<file path="src/rtl/quiz_pkg.sv">
// Shared definitions for the quiz game control unit.
// State codes and the per-player score slice helper.
`define QUIZ_PONTOS(v, i, w) v[(i)*(w) +: (w)]

package quiz_pkg;
    localparam logic [3:0] S_INICIAL  = 4'd0;
    localparam logic [3:0] S_MOSTRA   = 4'd2;
    localparam logic [3:0] S_ESPERA   = 4'd3;
    localparam logic [3:0] S_REGISTRA = 4'd4;
    localparam logic [3:0] S_COMPARA  = 4'd5;
    localparam logic [3:0] S_PROXIMA  = 4'd6;
    localparam logic [3:0] S_APURA    = 4'd7;
    localparam logic [3:0] S_FIM      = 4'd15;
endpackage

</file>
<file path="src/rtl/arbitro_prioridade.sv">
// Combinational lowest-index select over the eligible buzzers.
module arbitro_prioridade #(
    parameter int N  = 2,
    parameter int WI = 1
) (
    input  logic [N-1:0]  i_cand,
    output logic [WI-1:0] o_idx,
    output logic          o_valido
);
    always_comb begin
        o_idx = '0;
        for (int i = N - 1; i >= 0; i--) begin
            if (i_cand[i]) o_idx = WI'(i);
        end
    end

    assign o_valido = |i_cand;
endmodule

</file>
<file path="src/rtl/unidade_controle_quiz.sv">
// Control unit for the multi-player quiz: rounds, buzzer window,
// lock-out, saturating scores and winner selection.
module unidade_controle_quiz
    import quiz_pkg::*;
#(
    parameter int N_JOGADORES = 2,
    parameter int N_RODADAS   = 8,
    parameter int T_MOSTRA    = 1000,
    parameter int T_RESPOSTA  = 5000,
    parameter int W_PONTOS    = 4,
    localparam int WJ = (N_JOGADORES > 1) ? $clog2(N_JOGADORES) : 1,
    localparam int WR = (N_RODADAS > 1) ? $clog2(N_RODADAS) : 1
) (
    input  logic                            clock,
    input  logic                            reset,
    input  logic                            iniciar,
    input  logic [N_JOGADORES-1:0]          jogada,
    input  logic                            igual,
    output logic                            registraR,
    output logic                            mostra,
    output logic [WR-1:0]                   rodada,
    output logic [WJ-1:0]                   jogador_vez,
    output logic [N_JOGADORES-1:0]          bloqueados,
    output logic [N_JOGADORES*W_PONTOS-1:0] pontos,
    output logic                            acertou,
    output logic                            errou,
    output logic                            pronto,
    output logic [WJ-1:0]                   vencedor,
    output logic                            empate,
    output logic [3:0]                      db_estado
);
    localparam int T_MAX = (T_MOSTRA > T_RESPOSTA) ? T_MOSTRA : T_RESPOSTA;
    localparam int WT    = (T_MAX > 1) ? $clog2(T_MAX) : 1;
    localparam int NP    = N_JOGADORES * W_PONTOS;

    logic [3:0]             r_estado;
    logic [WT-1:0]          r_timer;
    logic [WR-1:0]          r_rodada;
    logic [WJ-1:0]          r_jogador;
    logic [N_JOGADORES-1:0] r_bloq;
    logic [NP-1:0]          r_pontos;
    logic [WJ-1:0]          r_vencedor;
    logic                   r_empate;

    logic [N_JOGADORES-1:0] w_cand;
    logic [WJ-1:0]          w_idx;
    logic                   w_valido;
    logic                   w_fim_mostra;
    logic                   w_fim_resp;
    logic                   w_ultima;
    logic [N_JOGADORES-1:0] w_sel;
    logic [N_JOGADORES-1:0] w_bloq_novo;
    logic [NP-1:0]          w_pontos_inc;
    logic [W_PONTOS-1:0]    w_max;
    logic [WJ-1:0]          w_venc;
    logic                   w_empate;

    assign w_cand = jogada & ~r_bloq;

    arbitro_prioridade #(
        .N  (N_JOGADORES),
        .WI (WJ)
    ) u_arbitro (
        .i_cand   (w_cand),
        .o_idx    (w_idx),
        .o_valido (w_valido)
    );

    assign w_fim_mostra = (r_timer == WT'(T_MOSTRA - 1));
    assign w_fim_resp   = (r_timer == WT'(T_RESPOSTA - 1));
    assign w_ultima     = (r_rodada == WR'(N_RODADAS - 1));
    assign w_bloq_novo  = r_bloq | w_sel;

    always_comb begin
        w_sel        = '0;
        w_pontos_inc = r_pontos;
        for (int i = 0; i < N_JOGADORES; i++) begin
            w_sel[i] = (WJ'(i) == r_jogador);
            if (w_sel[i] && (`QUIZ_PONTOS(r_pontos, i, W_PONTOS) != '1))
                `QUIZ_PONTOS(w_pontos_inc, i, W_PONTOS) =
                    `QUIZ_PONTOS(r_pontos, i, W_PONTOS) + 1'b1;
        end
    end

    // Strict '>' keeps the lowest index on a tie for the maximum.
    always_comb begin
        w_max    = '0;
        w_venc   = '0;
        w_empate = 1'b0;
        for (int i = 0; i < N_JOGADORES; i++) begin
            if (`QUIZ_PONTOS(r_pontos, i, W_PONTOS) > w_max) begin
                w_max  = `QUIZ_PONTOS(r_pontos, i, W_PONTOS);
                w_venc = WJ'(i);
            end
        end
        for (int i = 0; i < N_JOGADORES; i++) begin
            if ((`QUIZ_PONTOS(r_pontos, i, W_PONTOS) == w_max) &&
                (WJ'(i) != w_venc))
                w_empate = 1'b1;
        end
    end

    always_ff @(posedge clock or posedge reset) begin
        if (reset) begin
            r_estado   <= S_INICIAL;
            r_timer    <= '0;
            r_rodada   <= '0;
            r_jogador  <= '0;
            r_bloq     <= '0;
            r_pontos   <= '0;
            r_vencedor <= '0;
            r_empate   <= 1'b0;
        end else begin
            case (r_estado)
                S_INICIAL: begin
                    r_timer    <= '0;
                    r_rodada   <= '0;
                    r_bloq     <= '0;
                    r_pontos   <= '0;
                    r_vencedor <= '0;
                    r_empate   <= 1'b0;
                    if (iniciar) r_estado <= S_MOSTRA;
                end
                S_MOSTRA: begin
                    if (w_fim_mostra) begin
                        r_timer  <= '0;
                        r_estado <= S_ESPERA;
                    end else begin
                        r_timer <= r_timer + 1'b1;
                    end
                end
                S_ESPERA: begin
                    r_timer <= r_timer + 1'b1;
                    if (w_valido) begin
                        r_jogador <= w_idx;
                        r_estado  <= S_REGISTRA;
                    end else if (w_fim_resp) begin
                        r_estado <= S_PROXIMA;
                    end
                end
                S_REGISTRA: r_estado <= S_COMPARA;
                S_COMPARA: begin
                    if (igual) begin
                        r_pontos <= w_pontos_inc;
                        r_estado <= S_PROXIMA;
                    end else begin
                        r_bloq <= w_bloq_novo;
                        if (&w_bloq_novo) begin
                            r_estado <= S_PROXIMA;
                        end else begin
                            r_timer  <= '0;
                            r_estado <= S_ESPERA;
                        end
                    end
                end
                S_PROXIMA: begin
                    r_bloq  <= '0;
                    r_timer <= '0;
                    if (w_ultima) begin
                        r_estado <= S_APURA;
                    end else begin
                        r_rodada <= r_rodada + 1'b1;
                        r_estado <= S_MOSTRA;
                    end
                end
                S_APURA: begin
                    r_vencedor <= w_venc;
                    r_empate   <= w_empate;
                    r_estado   <= S_FIM;
                end
                S_FIM: begin
                    if (iniciar) r_estado <= S_INICIAL;
                end
                default: r_estado <= S_INICIAL;
            endcase
        end
    end

    assign registraR   = (r_estado == S_REGISTRA);
    assign mostra      = (r_estado == S_MOSTRA);
    assign acertou     = (r_estado == S_COMPARA) && igual;
    assign errou       = (r_estado == S_COMPARA) && !igual;
    assign pronto      = (r_estado == S_FIM);
    assign rodada      = r_rodada;
    assign jogador_vez = r_jogador;
    assign bloqueados  = r_bloq;
    assign pontos      = r_pontos;
    assign vencedor    = r_vencedor;
    assign empate      = r_empate;
    assign db_estado   = r_estado;
endmodule

</file>
<file path="config.mk">
export PLATFORM = sky130hd
export DESIGN_NAME = unidade_controle_quiz
export DESIGN_NICKNAME = d
export VERILOG_FILES = /design/src/rtl/quiz_pkg.sv /design/src/rtl/arbitro_prioridade.sv /design/src/rtl/unidade_controle_quiz.sv
export SDC_FILE = /design/constraint.sdc
export NUM_CORES = 1
export LEC_CHECK = 0
export ABC_AREA = 1
export CORE_MARGIN = 3
export CORE_UTILIZATION = 50
export DETAILED_ROUTE_END_ITERATION = 8
export PLACE_DENSITY = 0.74
export SLEW_MARGIN = 25
export SYNTH_ARGS = -nofsm -noshare
export SYNTH_HDL_FRONTEND = slang
export SYNTH_SLANG_ARGS = --single-unit
</file>
<file path="constraint.sdc">
create_clock -name clock -period 1.8 [get_ports clock]
set_input_delay 0.45 -clock clock [delete_from_list [all_inputs] [get_ports clock]]
set_output_delay 0.45 -clock clock [all_outputs]
set_load 0.05 [all_outputs]
</file>
==> results.sh <==
export IMPL_crit_required_ns=1.35
export IMPL_place_congestion=0.907
export IMPL_ys_warn_count=0
export IMPL_busiest_layer="met2"
export IMPL_worstPathArrival_ns=1.39
export IMPL_numPortBuffers=30
export IMPL_drt_pre_antenna_iters=5
export IMPL_clkTransAtPathRegs_ns=0.08
export IMPL_status="complete, but fails checks"
export IMPL_n_fill_cell=366
export IMPL_crit_slowest_cell="dfrtp_2"
export IMPL_slew_headroom=0.749
export IMPL_final_util=0.717
export IMPL_multiInputGateArea_um2=1350
export IMPL_rr_endpoint="pontos[7]"
export IMPL_grtUsageMet2=0.382
export IMPL_max_freq_mhz=544
export IMPL_layout_common_cells="nand2_1 (96), buf_4 (40), inv_1 (39)"
export IMPL_numCtsBuffers=5
export IMPL_power_density_nw_per_um2=1230
export IMPL_dieArea_um2=5440
export IMPL_crit_path_cell_trace="inv_2 -> nand2_2 -> nor2_4 -> inv_4 -> nor2_4 -> buf_12"
export IMPL_clk_latency_ns=0.29
export IMPL_hold_viol_final=0
export IMPL_gr_total_overflow=0
export IMPL_switching_share=0.474
export IMPL_hold_path_class="in -> async"
export IMPL_vias=2450
export IMPL_syn_mean_instance_area_um2=6.83
export IMPL_vias_per_cell=5.44
export IMPL_synth_seq_area_share=0.360
export IMPL_synth_seq_cells=33
export IMPL_area_delta_synth_final_pct=37.0
export IMPL_failed_checks="setup timing"
export IMPL_worstRegToRegCells=9
export IMPL_htree_levels=2
export IMPL_pwr_share_seq=0.267
export IMPL_start_util=0.523
export IMPL_p_clk_frac=0.188
export IMPL_nets=413
export IMPL_antenna_found_initial=0
export IMPL_hpwl_mm=4.56
export IMPL_rsz0062_at_grt="yes"
export IMPL_crit_fanout=5
export IMPL_grt_use_met1=0.323
export IMPL_drt_initial_drc_count=236
export IMPL_fin_area_um2=3140
export IMPL_clock_sinks=33
export IMPL_routed_wl_mm=6.41
export IMPL_tns_ns=-0.0534
export IMPL_regArea_um2=836
export IMPL_clockRootBuffer="clkbuf_8"
export IMPL_grt_pass1_vias=2151
export IMPL_ios=31
export IMPL_syn_area_um2=2290
export IMPL_setup_worst_path_class="reg -> out"
export IMPL_r2r_start="db_estado[1]"
export IMPL_crit_family="flip-flops"
export IMPL_syn_instance_count=336
export IMPL_slew_viol_final=0
export IMPL_endpoint="errou"
export IMPL_grt_usage=0.237
export IMPL_use_met3=0.0479
export IMPL_net_switching_power_w=0.00183
export IMPL_finalWorstSetupSlack_ns=-0.0385
export IMPL_mostFrequentLayoutCell="nand2_1"
export IMPL_die_h_um=73.7
export IMPL_core_area_um2=4380
export IMPL_cp_buffers_inverters=3
export IMPL_cts_tree="yes"
export IMPL_synth_nets=352
export IMPL_die_w_um=73.7
export IMPL_slowest_delay_ns=0.45
export IMPL_grt_max_degree=34
export IMPL_cts_buffer_depth=2
export IMPL_clock_skew_ns=0.00837
export IMPL_crit_path_frequent_cell="nor2_4"
export IMPL_placed_area_um2=2890
export IMPL_wl_per_cell_um=14.3
export IMPL_finalCritPeriodShare=1.02
export IMPL_cp_start_kind="flip-flop"
export IMPL_period_minus_slack_ns=1.84
export IMPL_peakVddDrop_mv=1.07
export IMPL_row_count=24
export IMPL_leakage_nw=1.53
export IMPL_setup_violations=2
export IMPL_startpoint="db_estado[1]"
export IMPL_cp_depth=6
export IMPL_diodes=0
export IMPL_worst_pin_slew_ns=0.376
export IMPL_end_kind="primary output"
export IMPL_r2r_slack_ns=0.13
export IMPL_ant_nets=0
export IMPL_combPwrFrac=0.545
export IMPL_grt_first_pass_wirelength_mm=9.97
export IMPL_drc_errors=0
export IMPL_drive_above_1_share=0.261
export IMPL_p_int_w=0.00203
export IMPL_yosysUniqueCellTypes=29
export IMPL_max_cap_viol_count=0
==> metal layers <==
metal  part of all wire  wire length (um)
met5                  0                 0
met4              0.014                91
met3              0.066               424
met2               0.48              3110
met1               0.44              2790
==> state kept, by name (all words and copies together), names as in the netlist <==
| register | flops |
|---|---|
| bloqueados | 2 |
| db_estado | 4 |
| empate | 1 |
| jogador_vez | 1 |
| pontos | 8 |
| r_timer | 13 |
| rodada | 3 |
| vencedor | 1 |
==> worst min-delay path by stage <==
stage / slack [ns] / end / startpoint / depth (start not counted)
after CTS: 0.50 / pontos[5] / reset / 3
after floorplan: 0.47 / r_timer[1] / r_timer[1] / 2
final: 0.49 / pontos[5] / reset / 3
after detailed placement: 0.52 / empate / empate / 2
after global placement: 0.51 / empate / empate / 2
after global routing: 0.51 / pontos[5] / reset / 3
==> worst min-delay path, delay by kind of cell <==
family,cells,cell delay [ns]
buffers and inverters,3,0.70
==> stage by stage <==
stage	total power (W)	setup WS (ns)	cells	hold slack (ns)
after floorplan	0.00234	0.00585	336	0.475
after global placement	0.00290	-0.0834	431	0.511
after detailed placement	0.00295	-0.105	431	0.518
after CTS	0.00373	-0.0226	444	0.500
after global routing	0.00409	-0.0907	450	0.505
final	0.00385	-0.0385	450	0.491
==> power by group through the flow <==
stage | Sequential, W | Clock [W] | Combinational (W)
6_report | 0.00103 | 0.000724 | 0.00210
5_1_grt | 0.00104 | 0.000755 | 0.00229
4_1_cts | 0.00103 | 0.000737 | 0.00196
3_5_place_dp | 0.00103 | 0 | 0.00191
3_3_place_gp | 0.00103 | 0 | 0.00187
2_1_floorplan | 0.00125 | 0 | 0.00109
==> cell usage after synthesis, drive strengths merged <==
| library cell | instances | area [um2] |
|---|---|---|
| nand2 | 105 | 422 |
| inv | 48 | 183 |
| nor2 | 48 | 195 |
| dfrtp | 33 | 826 |
| nand3 | 29 | 150 |
| o21ai | 21 | 116 |
| a21oi | 11 | 55.1 |
| ha | 10 | 125 |
| nand4 | 7 | 43.8 |
| nor3 | 5 | 25.0 |
| xor2 | 4 | 35.0 |
| buf | 3 | 27.5 |
| a22o | 2 | 17.5 |
| nand3b | 2 | 15.0 |
| o211ai | 2 | 15.0 |
| xnor2 | 2 | 17.5 |
| clkinv | 1 | 5.00 |
| o21a | 1 | 7.51 |
| o21bai | 1 | 7.51 |
| o22ai | 1 | 6.26 |
==> layout make-up <==
cell class              count  area share
inverters                  49      0.0605
clock buffers               5      0.0219
flip-flops and latches     33       0.266
clock inverters             3      0.0147
repair buffers             57       0.188
well taps                  52      0.0207
multi-input cells         251       0.428
==> logic make-up after synthesis <==
| group | count (synthesis) | share of synthesized area |
|---|---|---|
| flops | 33 | 0.360 |
| compound gates | 39 | 0.0981 |
| buf+inv | 52 | 0.0938 |
| simple gates | 196 | 0.371 |
| xor+xnor | 6 | 0.0229 |
| fa+ha+maj | 10 | 0.0545 |
==> repair_timing <==
item                                    4_1_cts  5_1_grt
pin swaps                                     3        6
hold buffers                                  0        0
endpoints found under the setup margin        4       24
endpoints found under the hold margin         0        0
setup buffers                                 6        6
gates resized for setup                       4       11
Note: power is estimated with default switching activity, not from simulation.
